`config.mk`:
```
export PLATFORM = sky130hd
export DESIGN_NAME = score_counter
export DESIGN_NICKNAME = d
export VERILOG_FILES = /design/src/rtl/score_pkg.sv /design/src/rtl/bcd_digit_inc.sv /design/src/rtl/score_counter.sv
export SDC_FILE = /design/constraint.sdc
export NUM_CORES = 1
export LEC_CHECK = 0
export CAP_MARGIN = 20
export CORE_MARGIN = 2
export CORE_UTILIZATION = 55
export DETAILED_ROUTE_END_ITERATION = 8
export GPL_TIMING_DRIVEN = 0
export PLACE_DENSITY_LB_ADDON = 0.15
export SYNTH_ARGS = -nofsm -noshare
export SYNTH_HDL_FRONTEND = slang
export SYNTH_SLANG_ARGS = --single-unit
```
`constraint.sdc`:
```
create_clock -name clock -period 3 [get_ports clock]
set_input_delay 0.45 -clock clock [delete_from_list [all_inputs] [get_ports clock]]
set_output_delay 0.45 -clock clock [all_outputs]
set_load 0.01 [all_outputs]
```
`src/rtl/score_pkg.sv`:
```
// Shared types and constants for the BCD score counter.
// SCORE_BLANK_EN (optional) enables leading-zero blanking of the score digits.
package score_pkg;

  typedef logic [3:0] bcd_digit_t;

  typedef bcd_digit_t [3:0] score_t;

  typedef enum logic [1:0] {
    IDLE,
    RUNNING,
    COMMIT
  } state_t;

  localparam bcd_digit_t BCD_MAX    = 4'd9;
  localparam bcd_digit_t BLANK_CODE = 4'd10;
  localparam score_t     SCORE_MAX  = {BCD_MAX, BCD_MAX, BCD_MAX, BCD_MAX};

  // Digit-wise magnitude compare, most significant digit decides first.
  function automatic logic score_gt(score_t a, score_t b);
    logic gt;
    logic done;
    gt   = 1'b0;
    done = 1'b0;
    for (int i = 3; i >= 0; i--) begin
      if (!done && a[i] != b[i]) begin
        gt   = (a[i] > b[i]);
        done = 1'b1;
      end
    end
    return gt;
  endfunction

endpackage

```
`src/rtl/bcd_digit_inc.sv`:
```
// One BCD digit incrementer stage: wraps 9 -> 0 and raises carry.
module bcd_digit_inc
  import score_pkg::*;
(
  input  bcd_digit_t digit_i,
  input  logic       carry_i,
  output bcd_digit_t digit_o,
  output logic       carry_o
);

  always_comb begin
    digit_o = digit_i;
    carry_o = 1'b0;
    if (carry_i) begin
      if (digit_i >= BCD_MAX) begin
        digit_o = '0;
        carry_o = 1'b1;
      end else begin
        digit_o = digit_i + 4'd1;
      end
    end
  end

endmodule

```
`src/rtl/score_counter.sv`:
```
// Running score and session high score in 4-digit BCD.
// Define SCORE_BLANK_EN for leading-zero blanking on the score outputs.
module score_counter
  import score_pkg::*;
#(
  parameter int TICKS_PER_POINT = 6,
  parameter int BONUS_W         = 4
) (
  input  logic               clock,
  input  logic               reset_n,
  input  logic               frame_tick,
  input  logic               run,
  input  logic               clear,
  input  logic               bonus_valid,
  input  logic [BONUS_W-1:0] bonus_amount,
  output logic               bonus_ready,
  output bcd_digit_t         score_d0,
  output bcd_digit_t         score_d1,
  output bcd_digit_t         score_d2,
  output bcd_digit_t         score_d3,
  output bcd_digit_t         high_d0,
  output bcd_digit_t         high_d1,
  output bcd_digit_t         high_d2,
  output bcd_digit_t         high_d3,
  output logic               new_high,
  output logic               saturated
);

  localparam logic [5:0] TICK_LAST = 6'(TICKS_PER_POINT - 1);

  state_t             state_q;
  logic [5:0]         tick_q;
  logic [BONUS_W-1:0] pend_q;
  logic               tick_pend_q;
  score_t             score_q;
  score_t             score_d;
  score_t             score_inc;
  score_t             high_q;
  logic               new_high_q;
  logic               sat_q;

  logic               running;
  logic               tick_wrap;
  logic               drain;
  logic               xfer;
  logic               inc;
  logic [4:0]         carry;

  assign running     = (state_q == RUNNING);
  assign tick_wrap   = running && frame_tick && (tick_q == TICK_LAST);
  assign drain       = running && (pend_q != '0);
  assign bonus_ready = running && (pend_q == '0);
  assign xfer        = bonus_valid && bonus_ready;

  // Drain wins the single +1 slot; a tick point waits in tick_pend_q.
  assign inc = running && (drain || tick_wrap || tick_pend_q)
            && (score_q != SCORE_MAX);

  assign carry[0] = inc;

  for (genvar i = 0; i < 4; i++) begin : g_dig
    bcd_digit_inc u_dig (
      .digit_i (score_q[i]),
      .carry_i (carry[i]),
      .digit_o (score_inc[i]),
      .carry_o (carry[i+1])
    );
  end

  assign score_d = carry[4] ? SCORE_MAX : score_inc;

  always_ff @(posedge clock or negedge reset_n) begin
    if (!reset_n) begin
      state_q     <= IDLE;
      tick_q      <= '0;
      pend_q      <= '0;
      tick_pend_q <= 1'b0;
      score_q     <= '0;
      high_q      <= '0;
      new_high_q  <= 1'b0;
      sat_q       <= 1'b0;
    end else if (clear) begin
      state_q     <= IDLE;
      tick_q      <= '0;
      pend_q      <= '0;
      tick_pend_q <= 1'b0;
      score_q     <= '0;
      new_high_q  <= 1'b0;
      sat_q       <= 1'b0;
    end else begin
      unique case (state_q)
        IDLE: begin
          if (run) state_q <= RUNNING;
        end
        RUNNING: begin
          if (!run) state_q <= COMMIT;
        end
        COMMIT: begin
          state_q <= IDLE;
          if (score_gt(score_q, high_q)) begin
            high_q     <= score_q;
            new_high_q <= 1'b1;
          end else begin
            new_high_q <= 1'b0;
          end
        end
        default: state_q <= IDLE;
      endcase

      if (running) begin
        if (frame_tick) tick_q <= tick_wrap ? '0 : tick_q + 6'd1;
        score_q <= score_d;
        sat_q   <= (score_d == SCORE_MAX);

        if (drain && tick_wrap) tick_pend_q <= 1'b1;
        else if (!drain)        tick_pend_q <= 1'b0;

        if (xfer)       pend_q <= bonus_amount;
        else if (drain) pend_q <= pend_q - 1'b1;

        if (!run) begin
          pend_q      <= '0;
          tick_pend_q <= 1'b0;
        end
      end
    end
  end

  score_t score_out;

`ifdef SCORE_BLANK_EN
  always_comb begin
    score_out = score_q;
    if (score_q[3] == '0) begin
      score_out[3] = BLANK_CODE;
      if (score_q[2] == '0) begin
        score_out[2] = BLANK_CODE;
        if (score_q[1] == '0) score_out[1] = BLANK_CODE;
      end
    end
  end
`else
  assign score_out = score_q;
`endif

  assign score_d0  = score_out[0];
  assign score_d1  = score_out[1];
  assign score_d2  = score_out[2];
  assign score_d3  = score_out[3];
  assign high_d0   = high_q[0];
  assign high_d1   = high_q[1];
  assign high_d2   = high_q[2];
  assign high_d3   = high_q[3];
  assign new_high  = new_high_q;
  assign saturated = sat_q;

endmodule
```
Word-level counts from Yosys, hierarchy flattened

Cells that the tools add are included.

Output and inout port bits: 35
Input port bits: 10
Word-level logic and storage cells: 126
Register bits after elaboration: 47

Mux-type cells: 57
Bitwise operators: 1
Reductions and logical operators: 27
Eq/ne operators: 13
Magnitude comparators: 8
Add/subtract/negate cells: 6

Operators with widths:

| operator                                                                | number |
|---|---|
| 4-bit two-way mux                                                       | 13 |
| 16-bit two-way mux                                                      | 3 |
| 1-bit two-way mux                                                       | 33 |
| 6-bit two-way mux                                                       | 4 |
| 4-bit by 1-bit adder with 4-bit output, second input constant           | 4 |
| 16-bit equality test, second input constant                             | 1 |
| 4-bit greater-or-equal comparator, second input constant                | 4 |
| 4-bit greater-than comparator                                           | 4 |
| 16-bit inequality test, second input constant                           | 1 |
| 4-bit inequality test                                                   | 4 |
| 1-bit logical AND                                                       | 11 |
| 2-bit AND reduction                                                     | 4 |
| 6-bit by 1-bit adder with 6-bit output, second input constant           | 1 |
| 6-bit by 3-bit equality test with 1-bit output, second input constant   | 1 |
| 2-bit two-way mux                                                       | 3 |
| 3-bit inequality test, second input constant                            | 2 |
| 2-bit nonzero test                                                      | 3 |
| 4-bit logical NOT                                                       | 1 |
| 4-bit by 1-bit inequality test with 1-bit output, second input constant | 1 |
| 4-bit by 3-bit inequality test with 1-bit output, second input constant | 1 |
| 2-bit one-hot mux with 2 select lines                                   | 1 |
| 4-bit nonzero test                                                      | 1 |
| 4-bit by 1-bit subtractor with 4-bit output, second input constant      | 1 |
| 1-bit logical NOT                                                       | 3 |
| 6 further kinds                                                         | 7 |

Depth between registers and ports, before layout

Word-level depth: 22
Depth in mapped cells: 10
Depth with buffers taken out: 9

Hierarchy

A second synthesis with hierarchy kept.

Cells, all modules: 356
Area total of the unflattened synthesis: 3235.6 um^2

Modules (own cells, without submodules):

| module        | seq. area each (um^2) | area each (um^2) | instances | cells each |
|---|---|---|---|---|
| score_counter | 1176.1                | 2655.0           | 1         | 264 |
| bcd_digit_inc | 0.0                   | 145.1            | 4         | 23 |

Worst setup path before layout

No wires, ideal clock.

Path kind: flip-flop to flip-flop
Start point: register score_q, in the netlist score_d1[0]
End point: register high_q, in the netlist high_d0[3]
Slack: 0.220 ns
Arrival: 2.656 ns
Buffers on the path: 1
Clock period less this slack: 2.780 ns
Cell stages (with the launch flop): 11
Cell sequence: dfrtp_1 inv_1 ha_1 nand2b_1 a21o_1 a21o_1 a21oi_1 a21oi_1 o31ai_2 buf_2 mux2_2

Word-level cells in the longest chain between the ends: 11

Ends and longest elaborated chain:

| element                                  | line                 | text |
|---|---|---|
| from (decl)                              | score_counter.sv:35  | `score_t score_q;` |
| from (signal assigned)                   | score_counter.sv:112 | `score_q <= score_d;` |
| 4-bit inequality test                    | score_pkg.sv:26      | `if (!done && a[i] != b[i]) begin` |
| 1-bit logical AND                        | score_pkg.sv:26      |  |
| 1-bit two-way mux                        | score_pkg.sv:26      |  |
| 1-bit two-way mux                        | score_counter.sv:91  | `unique case (state_q)` |
| 1-bit two-way mux                        | score_counter.sv:82  | `end else if (clear) begin` |
| 1-bit logical NOT                        | score_pkg.sv:26      |  |
| 1-bit logical AND                        | score_pkg.sv:26      |  |
| 1-bit two-way mux (*)                    | score_pkg.sv:26      |  |
| 1-bit two-way mux (*)                    | score_counter.sv:91  |  |
| 1-bit two-way mux (*)                    | score_counter.sv:82  |  |
| 3-bit AND reduction (no source line) (*) | -                    |  |
| to (signal assigned)                     | score_counter.sv:101 | `high_q <= score_q;` |
| to (decl)                                | score_counter.sv:38  | `score_t high_q;` |

Mark *: on every way between the ends. The rest lies on a longest branch, timed or not. The select of a mux whose other input is x is not followed.
A chain may end at the register's enable or synchronous reset.

Final worst setup path

Start point: register pend_q[0]
End point: register sat_q (netlist: saturated)

Word-level cells in the longest chain between the ends: 14

Ends and longest elaborated chain:

| element                                                | line                 | text |
|---|---|---|
| from (decl)                                            | score_counter.sv:33  | `logic [BONUS_W-1:0] pend_q;` |
| from (signal assigned)                                 | score_counter.sv:118 | `if (xfer) pend_q <= bonus_amount;` |
| from (signal assigned)                                 | score_counter.sv:119 | `else if (drain) pend_q <= pend_q - 1'b1;` |
| 4-bit nonzero test (*)                                 | score_counter.sv:51  | `assign drain = running && (pend_q != '0);` |
| 1-bit logical AND (*)                                  | score_counter.sv:51  |  |
| 1-bit logical OR (*) (2 in series)                     | score_counter.sv:56  | `assign inc = running && (drain \|\| tick_wrap \|\| tick_pend_q)` |
| 1-bit logical AND (*)                                  | score_counter.sv:56  |  |
| 1-bit logical AND (*)                                  | score_counter.sv:57  | `&& (score_q != SCORE_MAX);` |
| 1-bit two-way mux (3 in series)                        | bcd_digit_inc.sv:14  | `if (carry_i) begin` |
| 1-bit two-way mux or 4-bit two-way mux (tied branches) | bcd_digit_inc.sv:14  |  |
| 16-bit two-way mux (*)                                 | score_counter.sv:70  | `assign score_d = carry[4] ? SCORE_MAX : score_inc;` |
| 16-bit equality test (*)                               | score_counter.sv:113 | `sat_q <= (score_d == SCORE_MAX);` |
| 1-bit two-way mux (*)                                  | score_counter.sv:110 | `if (running) begin` |
| 1-bit two-way mux (*)                                  | score_counter.sv:82  |  |
| to (signal assigned)                                   | score_counter.sv:113 |  |
| to (decl)                                              | score_counter.sv:40  | `logic sat_q;` |

Marks and branches as above.

==> run summary <==
HOLD PATH
----------------------------------------------------------------------------------
Kind of path behind the tightest hold check                               in2async

SETUP PATH
----------------------------------------------------------------------------------
Nature of the critical path startpoint                                    register
Worst setup slack for register-to-register paths                            120 ps
CP Max Fanout                                                                    9
Endpoint kind of the worst setup timing path                              register
Data arrival at the endpoint of the critical path                          3130 ps
Cell with the biggest individual delay on the critical path           sky130_fd_sc_hd__dfrtp_1
Critical path required time                                                3250 ps
Chain of cells forming the critical path                              inv_1 > ha_1 > or3b_1 > buf_2 > a211oi_4 > nor2_1 > a311oi_2 > nor4b_2 > and4b_1 > a31o_1
Setup Crit Path Kind                                                       reg2reg
Delay of the slowest critical-path stage                                    420 ps

PLACEMENT
----------------------------------------------------------------------------------
DP Wirelength                                                              5250 µm
Number of placed instances, taps included                                      435
Routability cong.                                                            0.920
Count of buffers inserted at the top-level ports                                44

SYNTHESIS
----------------------------------------------------------------------------------
Number of instances in the synthesized netlist                                 318
Synthesized area                                                       0.00308 mm²
Largest area contributor in the synthesized netlist                   sky130_fd_sc_hd__dfrtp_1
Fraction of synthesized cell area taken by the top area cell type            38.1%
Post-synth cell types                                                           63
Main synth FF type                                                    sky130_fd_sc_hd__dfrtp_1
Area contributors post-synth                                          sky130_fd_sc_hd__dfrtp_1, sky130_fd_sc_hd__ha_1, sky130_fd_sc_hd__a21oi_1
Average cell area after synthesis                                         9.70 µm²
Sequential cell area fraction in the yosys report                            38.1%
Synth Net Count                                                                359
Number of synthesized flops with an enable pin                                   0
Flip-flop and latch count after synthesis                                       47
Async set-reset flop share out of synthesis                                   100%
Synth warn                                                                       0

CELLS AND AREA
----------------------------------------------------------------------------------
Commonest non-fill, non-tap cell in the layout                        sky130_fd_sc_hd__dfrtp_1
Total inserted antenna cells                                                     0
Most frequent cells in the layout                                     sky130_fd_sc_hd__dfrtp_1, sky130_fd_sc_hd__clkdlybuf4s50_1, sky130_fd_sc_hd__ha_1, sky130_fd_sc_hd__inv_1, sky130_fd_sc_hd__nor2_1
Final-layout fill cell count                                                   452
Share of final-layout standard cells stronger than drive strength 1          10.8%
Final non-filler cell total                                                    444
Area overhead of the layout relative to synthesis                            22.1%
NumNets Final                                                                  412
Core Util, Final                                                             68.8%

CLOCKING
----------------------------------------------------------------------------------
Hold-fix buffer count after cts                                                  0
Number of buffers added by the clock tree synthesis step                         5
Root cell of the clock tree                                           sky130_fd_sc_hd__clkbuf_8
Clock net sink count                                                            47
Clk buf depth                                                                    2
H-tree depth                                                                     2
Clock Latency Late Sink                                                     300 ps
TritonCTS clock tree                                                           yes
Worst-path clk slew                                                          90 ps

ROUTING
----------------------------------------------------------------------------------
Routed wl met3                                                              401 µm
DR vias                                                                       2611
Number of nets with antenna violations after detailed routing                    0
Total wirelength of the detailed-routed design                             7130 µm
WL/cell                                                                    16.1 µm
DRT Pass-1 Iters                                                                 4
Remaining routing DRC violations                                                 0
Met2 routed wirelength                                                     3370 µm
Ratio of routed vias to standard cells                                        5.88
Initial drt markers                                                            235
Highest routed metal layer                                                    met4
Metal1 wirelength                                                          3230 µm

FLOORPLANNING
----------------------------------------------------------------------------------
Core Area                                                              0.00547 mm²
Placement Rows                                                                  27
Total die area                                                         0.00622 mm²
Io pins                                                                         45
Die width                                                                  78.9 µm
Vertical die dimension                                                     78.9 µm
Starting density of the core                                                 56.4%

STA
----------------------------------------------------------------------------------
Measured slew at the worst slew-check pin                                   979 ps
Final slew viol count                                                            0
Worst Skew                                                                 6.90 ps
Number of hold violations in the final report                                    0
Final critical-path required period                                        2880 ps
Achievable frequency                                                     0.347 GHz
Share of the clock period used by the worst path                             96.2%
Relative max-transition margin                                               34.2%
Final setup violation count                                                      0
Unrepaired setup endpoints after global routing                                 no

OUTCOME
----------------------------------------------------------------------------------
Result of the run                                                     finished, final reports clean

GLOBAL ROUTING
----------------------------------------------------------------------------------
Antenna violations before repair                                                 0
Vias in the first global route                                                2548
Maximum number of pins on one net before global-route repair                    33
Remaining global-route overflow                                                  0
Global-route wire length before repair                                    12100 µm
Total GRT Usage                                                              24.7%

FLOW RUN
----------------------------------------------------------------------------------
Count of maximum capacitance violations                                          0

PWR
----------------------------------------------------------------------------------
Ratio of total power to cell area                                       350 mW/mm²
Leakage power summed over all cells                                        1.72 nW
Worst IR drop on VDD                                                        287 µV

logic make-up after synthesis:
family | Yosys count | synth area share, %
XOR/XNOR | 1 | 0.284
AND/OR/NAND/NOR | 111 | 21.3
buffers and inverters | 34 | 4.71
AO/OA/AOI/OAI | 76 | 16.7
flip-flops | 47 | 38.1
adder cells (fa/ha/maj) | 31 | 12.6
multiplexers | 18 | 6.25
flip-flops by register name (all words and copies together) (netlist names):
signal / flops
tick_pend_q: 1
pend_q: 4
score_d2: 4
tick_q: 6
high_d1: 4
high_d3: 4
score_d3: 4
score_d1: 4
high_d0: 4
score_d0: 4
new_high: 1
saturated: 1
high_d2: 4
state_q: 2
cell usage after synthesis, drive strengths merged (2+ instances only):
| master | number |
|---|---|
| a2111oi | 3 |
| ha | 31 |
| nand2b | 9 |
| nand3 | 7 |
| nand4 | 5 |
| o31ai | 5 |
| mux2i | 8 |
| and4b | 3 |
| o21ai | 20 |
| a211oi | 2 |
| buf | 4 |
| o21a | 2 |
| a22oi | 2 |
| nor4 | 2 |
| a21o | 4 |
| or3b | 2 |
| a31oi | 2 |
| nor3b | 6 |
| clkbuf | 3 |
| or2 | 2 |
| or4 | 2 |
| inv | 27 |
| nor2 | 28 |
| mux2 | 10 |
| or3 | 2 |
| and2 | 2 |
| nor2b | 8 |
| o211ai | 2 |
| nor3 | 11 |
| a21oi | 22 |
| and3 | 2 |
| a41oi | 3 |
| nand3b | 2 |
| nand2 | 11 |
| dfrtp | 47 |
| a31o | 2 |
stage by stage:
| stage | hold slack, ps | area, µm² | power (mW) | setup TNS [ps] | setup slack [ps] |
|---|---|---|---|---|---|
| after CTS | 58.7 | 3760 | 1.33 | 0 | 85.1 |
| after global placement | 480 | 3610 | 0.837 | -2010 | -350 |
| after detailed placement | 388 | 3630 | 0.844 | -2640 | -413 |
| after floorplan | 154 | 3080 | 0.777 | 0 | 220 |
| final | 54.9 | 3760 | 1.32 | 0 | 115 |
| after global routing | 76.9 | 3760 | 1.38 | 0 | 0.255 |
repair_timing:
item | 4_1_cts | 5_1_grt
hold endpoints to repair | 0 | 0
setup endpoints to repair | 13 | 10
pin swaps | 1 | 0
setup buffers | 1 | 0
gates resized for setup | 1 | 1
path summary, 6_finish.rpt:
check / to / startpoint / cells after the start
hold / removal: score_d2[1] / reset_n / 1
setup reg to reg: saturated / pend_q[0] / 10
max in group asynchronous: high_d3[2] / reset_n / 2
hold reg to reg: state_q[0] / state_q[1] / 1
setup / recovery: saturated / pend_q[0] / 10
min in group clock: state_q[0] / state_q[1] / 1
routing by layer:
layer  vias up  global-route usage [%]
li1       1261                       -
met1      1259                    32.3
met2        79                    42.5
met3        12                    4.09
met5         -                       0
met4         0                    7.41
power breakdown:
| part | internal, mW | switching (mW) | total [mW] | leakage, nW |
|---|---|---|---|---|
| sequential | 0.644 | 0.0127 | 0.657 | 0.621 |
| clock | 0.270 | 0.214 | 0.484 | 0.0612 |
| combinational | 0.0745 | 0.102 | 0.176 | 1.04 |
| total | 0.988 | 0.329 | 1.32 | 1.72 |
critical path, delay by kind of cell, from the launching register on:
family | cells | cell delay, ps
and+or+nand+nor | 4 | 1030
AOI/OAI and AO/OA | 3 | 920
DFF | 1 | 420
buffers and inverters | 2 | 240
adders and majority gates | 1 | 210
final cells by class:
cell class                 instances  area (µm²)  share of cell area, %
sequential                        47        1180                   31.2
clock buffer                       6        82.6                   2.19
multi-input combinational        237        1770                   47.1
tap                               72        90.1                   2.39
timing repair buffer              46         463                   12.3
clock inverter                     2        35.0                  0.931
buffer                             7        43.8                   1.16
inverter                          27         101                   2.69
Power figures use the tool's default switching activity.
